--- config.mk ---
export PLATFORM = sky130hd
export DESIGN_NAME = spi_reg_slave
export DESIGN_NICKNAME = d
export VERILOG_FILES = /design/src/rtl/spi_reg_pkg.sv /design/src/rtl/sync_edge_det.sv /design/src/rtl/spi_reg_slave.sv
export SDC_FILE = /design/constraint.sdc
export NUM_CORES = 1
export LEC_CHECK = 0
export CORE_MARGIN = 3
export CORE_UTILIZATION = 47
export DETAILED_ROUTE_END_ITERATION = 12
export PLACE_DENSITY = 0.78
export RECOVER_POWER = 50
export SETUP_SLACK_MARGIN = 0.5
export SLEW_MARGIN = 20
export SYNTH_ARGS = -nofsm -noshare
export SYNTH_HDL_FRONTEND = slang
export SYNTH_SLANG_ARGS = --single-unit
--- constraint.sdc ---
create_clock -name clk -period 1.7 [get_ports clk]
set_input_delay 0.34 -clock clk [delete_from_list [all_inputs] [get_ports clk]]
set_output_delay 0.34 -clock clk [all_outputs]
set_load 0.01 [all_outputs]
--- src/rtl/spi_reg_pkg.sv ---
// Shared types and constants for the SPI register slave.
package spi_reg_pkg;

  localparam int unsigned FRAME_BITS = 16;
  localparam int unsigned CNT_W      = 5;
  localparam int unsigned ADDR_W     = 7;
  localparam int unsigned DATA_W     = 8;

  localparam logic [CNT_W-1:0] CNT_FULL = CNT_W'(FRAME_BITS);
  localparam logic [CNT_W-1:0] CNT_SAT  = CNT_W'(FRAME_BITS + 1);

  localparam logic [ADDR_W-1:0] ADDR_EN_OUT_7_0  = 7'h00;
  localparam logic [ADDR_W-1:0] ADDR_EN_OUT_15_8 = 7'h01;
  localparam logic [ADDR_W-1:0] ADDR_EN_PWM_7_0  = 7'h02;
  localparam logic [ADDR_W-1:0] ADDR_EN_PWM_15_8 = 7'h03;
  localparam logic [ADDR_W-1:0] ADDR_PWM_DUTY    = 7'h04;

  typedef enum logic [1:0] {
    IDLE   = 2'd0,
    SHIFT  = 2'd1,
    COMMIT = 2'd2
  } state_t;

  // Command frame as received, MSB first.
  typedef struct packed {
    logic              wr;
    logic [ADDR_W-1:0] addr;
    logic [DATA_W-1:0] data;
  } frame_t;

endpackage

--- src/rtl/sync_edge_det.sv ---
// Multi-flop input synchronizer with a history flop for rise/fall detection.
module sync_edge_det #(
  parameter int unsigned STAGES = 2,
  parameter logic        INIT   = 1'b0
) (
  input  logic clk,
  input  logic rst,
  input  logic din,
  output logic synced,
  output logic rise_c,
  output logic fall_c
);

  logic [STAGES-1:0] pipe;
  logic              hist;

  always_ff @(posedge clk) begin
    if (rst) begin
      pipe <= {STAGES{INIT}};
      hist <= INIT;
    end else begin
      pipe <= {pipe[STAGES-2:0], din};
      hist <= pipe[STAGES-1];
    end
  end

  assign synced = pipe[STAGES-1];
  assign rise_c = synced & ~hist;
  assign fall_c = ~synced & hist;

endmodule

--- src/rtl/spi_reg_slave.sv ---
// Write-only SPI mode-0 slave feeding five 8-bit PWM/output-enable control registers.
module spi_reg_slave
  import spi_reg_pkg::*;
#(
  parameter int unsigned SYNC_STAGES = 2,
  parameter int unsigned MAX_ADDR    = 4
) (
  input  logic        clk,
  input  logic        rst,
  input  logic        sclk,
  input  logic        copi,
  input  logic        ncs,
  output logic [7:0]  en_out_7_0,
  output logic [7:0]  en_out_15_8,
  output logic [7:0]  en_pwm_7_0,
  output logic [7:0]  en_pwm_15_8,
  output logic [7:0]  pwm_duty,
  output logic        wr_strobe,
  output logic        frame_err
);

  logic sclk_sync, sclk_rise, sclk_fall_unused;
  logic copi_sync, copi_rise_unused, copi_fall_unused;
  logic ncs_sync, ncs_rise, ncs_fall;

  sync_edge_det #(.STAGES(SYNC_STAGES), .INIT(1'b0)) u_sclk_sync (
    .clk    (clk),
    .rst    (rst),
    .din    (sclk),
    .synced (sclk_sync),
    .rise_c (sclk_rise),
    .fall_c (sclk_fall_unused)
  );

  sync_edge_det #(.STAGES(SYNC_STAGES), .INIT(1'b0)) u_copi_sync (
    .clk    (clk),
    .rst    (rst),
    .din    (copi),
    .synced (copi_sync),
    .rise_c (copi_rise_unused),
    .fall_c (copi_fall_unused)
  );

  sync_edge_det #(.STAGES(SYNC_STAGES), .INIT(1'b1)) u_ncs_sync (
    .clk    (clk),
    .rst    (rst),
    .din    (ncs),
    .synced (ncs_sync),
    .rise_c (ncs_rise),
    .fall_c (ncs_fall)
  );

  state_t               state;
  logic [CNT_W-1:0]     bit_cnt;
  logic [FRAME_BITS-1:0] shift_q;
  frame_t               frame_c;
  logic                 addr_ok_c;

  assign frame_c   = frame_t'(shift_q);
  assign addr_ok_c = 32'(frame_c.addr) <= MAX_ADDR;

  // The write is taken on the edge that enters COMMIT, so the strobe is high for the COMMIT cycle.
  always_ff @(posedge clk) begin
    if (rst) begin
      state       <= IDLE;
      bit_cnt     <= '0;
      shift_q     <= '0;
      en_out_7_0  <= '0;
      en_out_15_8 <= '0;
      en_pwm_7_0  <= '0;
      en_pwm_15_8 <= '0;
      pwm_duty    <= '0;
      wr_strobe   <= 1'b0;
      frame_err   <= 1'b0;
    end else begin
      wr_strobe <= 1'b0;
      frame_err <= 1'b0;
      case (state)
        IDLE: begin
          if (ncs_fall) begin
            state   <= SHIFT;
            bit_cnt <= '0;
            shift_q <= '0;
          end
        end
        SHIFT: begin
          if (ncs_rise) begin
            state <= COMMIT;
            if (bit_cnt != CNT_FULL) begin
              frame_err <= 1'b1;
            end else if (frame_c.wr && addr_ok_c) begin
              wr_strobe <= 1'b1;
              case (frame_c.addr)
                ADDR_EN_OUT_7_0:  en_out_7_0  <= frame_c.data;
                ADDR_EN_OUT_15_8: en_out_15_8 <= frame_c.data;
                ADDR_EN_PWM_7_0:  en_pwm_7_0  <= frame_c.data;
                ADDR_EN_PWM_15_8: en_pwm_15_8 <= frame_c.data;
                ADDR_PWM_DUTY:    pwm_duty    <= frame_c.data;
                default: ;
              endcase
            end
          end else if (sclk_rise && !ncs_sync) begin
            shift_q <= {shift_q[FRAME_BITS-2:0], copi_sync};
            if (bit_cnt != CNT_SAT) bit_cnt <= bit_cnt + CNT_W'(1);
          end
        end
        COMMIT: state <= IDLE;
        default: state <= IDLE;
      endcase
    end
  end

  logic sclk_level_unused;
  assign sclk_level_unused = sclk_sync;

endmodule

==> impl_metrics.yaml <==
placement:
  dp_hpwl_mm: 4.14
  place_ws_ns: 0.0518
  gp_congestion: 0.793
  dp_cells: 406
  port_buffers: 46
setup_path:
  cp_max_fo: 8
  worstSetupEndpointType: "flop"
  crit_required_ns: 1.92
  critPathArrivalTime_ns: 1.86
  path_class: "reg2reg"
  worstSetupStartpointType: "flop"
  worstSetupStartpoint: "frame_c[11]$_SDFFE_PP0P_"
  r2r_start: "frame_c[11]$_SDFFE_PP0P_"
die:
  coreArea_um2: 5680
  row_count: 27
  initial_utilization_pct: 49.8
  die_w_um: 83.5
  design.die.area_um2: 6980
  num_io_pins: 47
  die-height_um: 83.5
yosys:
  synth_area_um2: 2830
  synthesis.nets: 301
  synth_cell_types: 39
  synthCells: 293
  synth_area_per_cell_um2: 9.64
  ys_ff_latch: 73
  yosysWarnings: 0
  ys_seq_area_share_pct: 51.7
layout:
  syn2layout_area_growth_pct: 45.6
  finalNetCount: 375
  antenna_cells: 0
  drive_gt1_share_pct: 41.9
  fill_cells: 409
  fin_cells: 444
cts:
  cts_root_buffer: "clkbuf_8"
  cts_tree: "done"
  cts.htree.levels: 3
  insertion_delay_ns: 0.35
  path_clk_slew_ns: 0.07
  cts_buffer_depth: 2
  postCtsHoldBufs: 0
  cts_buffers: 9
  cts.sinks: 73
sta:
  setup_violations: 0
  fin_crit_sh_pct: 96.3
  slew_headroom_pct: 52.0
  maxSlewViolCount: 0
  final.setup.worst_slack_ns: 0.0625
  rsz0062_at_grt: "yes"
  skew_ns: 0.0106
  setup_tns_ns: 0
  hold_viol_final: 0
  clock.fmax_ghz: 0.611
  period_needed_ns: 1.64
  tightest_slew_ns: 0.720
global_routing:
  grt-ovfl-total: 0
  grt_use_total_pct: 20.9
  grt_pass1_wl_mm: 11.6
  antenna_found_initial: 0
  grt_pass1_vias: 2304
  grt_max_degree: 38
detailed_routing:
  via_count: 2422
  vias_per_cell: 5.45
  wl_met2_mm: 3.84
  antenna_left: 0
  wl_per_cell_um: 17.0
  drtIter0Drc: 63
  met3_length_um: 305
  dr.pass1.iters: 4
  dr.max_layer_used: "met4"
  wl_met1_mm: 3.16
  drt-total-wl_mm: 7.55
  drc_errors: 0
power:
  combPwrFrac_pct: 5.5
  power.leakage_nw: 1.75
  p_clk_share_pct: 45.9
  power.density_nw_per_um2: 862
  power_switching_mw: 0.740
  seqPwrFrac_pct: 48.6
  internal_power_mw: 2.81
  max-vdd-ir-drop_uv: 928
  switching_share_pct: 20.9
hold_path:
  min_path_type: "reg2reg"
  worstHoldStart: "u_ncs_sync.pipe[0]$_SDFF_PP1_"
status:
  outcome: "finished clean"
run:
  maxCapViolCount: 0
[placed cells by master (no fill, tap or decap), drive strengths merged]
cell | Yosys | final
o2111ai | 1 | 1
nand2b | 1 | 1
nor2 | 7 | 7
or2 | 2 | 2
clkbuf | 7 | 43
or4 | 1 | 1
mux2i | 40 | 40
or3 | 3 | 3
o22ai | 1 | 1
maj3 | 1 | 1
and3b | 1 | 1
o21a | 1 | 1
o31ai | 1 | 1
ha | 3 | 3
dfxtp | 73 | 73
a21oi | 18 | 18
and4bb | 2 | 2
nand3b | 2 | 2
bufinv | 0 | 2
nand2 | 70 | 70
buf | 9 | 45
nand3 | 21 | 21
and4 | 1 | 1
o21ai | 5 | 5
nor4 | 1 | 1
nor3 | 2 | 2
inv | 5 | 5
nor3b | 2 | 2
clkdlybuf4s50 | 0 | 3
clkinv | 0 | 1
nand4 | 1 | 1
dlygate4sd3 | 0 | 1
nand4bb | 1 | 1
a2111oi | 2 | 2
nor2b | 8 | 8
[cell type report]
| class | count | area (µm²) | share of cell area, % |
|---|---|---|---|
| multi-input cells | 199 | 1620 | 39.3 |
| flip-flops and latches | 73 | 1490 | 36.2 |
| repair buffers | 79 | 649 | 15.8 |
| clock buffers | 13 | 180 | 4.38 |
| well taps | 72 | 90.1 | 2.19 |
| clock inverters | 3 | 68.8 | 1.67 |
| inverters | 5 | 18.8 | 0.456 |
[flip-flops by register name, indices dropped and copies added (netlist names), 5 cells and up]
name / flops
bit_cnt: 5
en_out_15_8: 8
en_out_7_0: 8
en_pwm_15_8: 8
en_pwm_7_0: 8
frame_c: 16
pwm_duty: 8
[final timing paths]
path / endpoint / slack, ns / cells after the start
max: en_out_15_8[4]$_SDFFE_PP0P_ / 0.06 / 5
min: u_ncs_sync.pipe[1]$_SDFF_PP1_ / 0.42 / 1
max reg2reg: en_out_15_8[4]$_SDFFE_PP0P_ / 0.06 / 5
min reg2reg: u_ncs_sync.pipe[1]$_SDFF_PP1_ / 0.42 / 1
[metrics by stage]
stage	util, %	instance area (µm²)	power [mW]	hold slack, ns
floorplan	-	2950	1.83	0.389
global placement	61.5	3490	1.86	0.393
detailed placement	61.5	3490	1.86	0.404
CTS	69.9	3970	3.54	0.422
global route	72.5	4110	3.67	0.435
finish	72.5	4110	3.54	0.420
[per-layer routing]
| layer | vias up | track usage (%) |
|---|---|---|
| met5 | - | 0 |
| met4 | 0 | 6.87 |
| met3 | 21 | 6.22 |
| met2 | 61 | 34.8 |
| met1 | 1189 | 26.0 |
| li1 | 1151 | - |
[critical path: stages, from the launching register on]
cell and delay (ns):
dfxtp_1 0.37, nor4_4 0.37, and4_4 0.31, buf_6 0.12
nand3b_4 0.17, mux2i_1 0.17
[Yosys cell counts]
library cell / count / share of area (%)
or4_1: 1 / 0.27
mux2i_1: 40 / 14
buf_1: 2 / 0.27
o21a_1: 1 / 0.27
and3b_1: 1 / 0.31
nand3_1: 20 / 3.5
o2111ai_1: 1 / 0.31
nor4_4: 1 / 0.75
or2_2: 2 / 0.44
or3_1: 3 / 0.66
nor2b_1: 8 / 1.8
nor3b_1: 2 / 0.53
o21ai_0: 4 / 0.71
o31ai_1: 1 / 0.27
clkbuf_1: 7 / 0.93
nand2b_1: 1 / 0.22
o21ai_2: 1 / 0.31
inv_1: 4 / 0.53
nor3_1: 2 / 0.35
o22ai_1: 1 / 0.22
and4bb_1: 2 / 0.89
maj3_1: 1 / 0.35
nand4_1: 1 / 0.22
nor2_1: 6 / 0.80
buf_4: 1 / 0.27
and4_1: 1 / 0.31
nor2_4: 1 / 0.40
inv_2: 1 / 0.13
a2111oi_0: 2 / 0.62
a21oi_1: 18 / 3.2
buf_6: 3 / 1.2
nand2_1: 69 / 9.2
nand3_4: 1 / 0.62
buf_2: 3 / 0.53
nand3b_2: 2 / 0.80
ha_1: 3 / 1.3
nand4bb_1: 1 / 0.40
dfxtp_1: 73 / 52
nand2_2: 1 / 0.22
[kinds of logic after synthesis]
logic type,count (synthesis),synth area share (%)
simple gates,126,22.7
flops,73,51.7
mux,40,14.2
buf+inv,21,3.85
fa+ha+maj,4,1.68
compound gates,29,5.89
[power by group through the flow]
stage               clock [mW]  combinational (mW)  sequential [mW]
finish                    1.63               0.194             1.72
global placement             0               0.101             1.76
CTS                       1.65               0.169             1.72
global route              1.75               0.204             1.72
floorplan                    0              0.0713             1.76
detailed placement           0               0.101             1.76
[what timing repair did]
action                     CTS  global route
setup endpoints to repair  105            71
pin swaps                   21            12
cloned                       4             0
gates resized for setup    232            55
buffers inserted            14             4
Power figures use the tool's default switching activity.
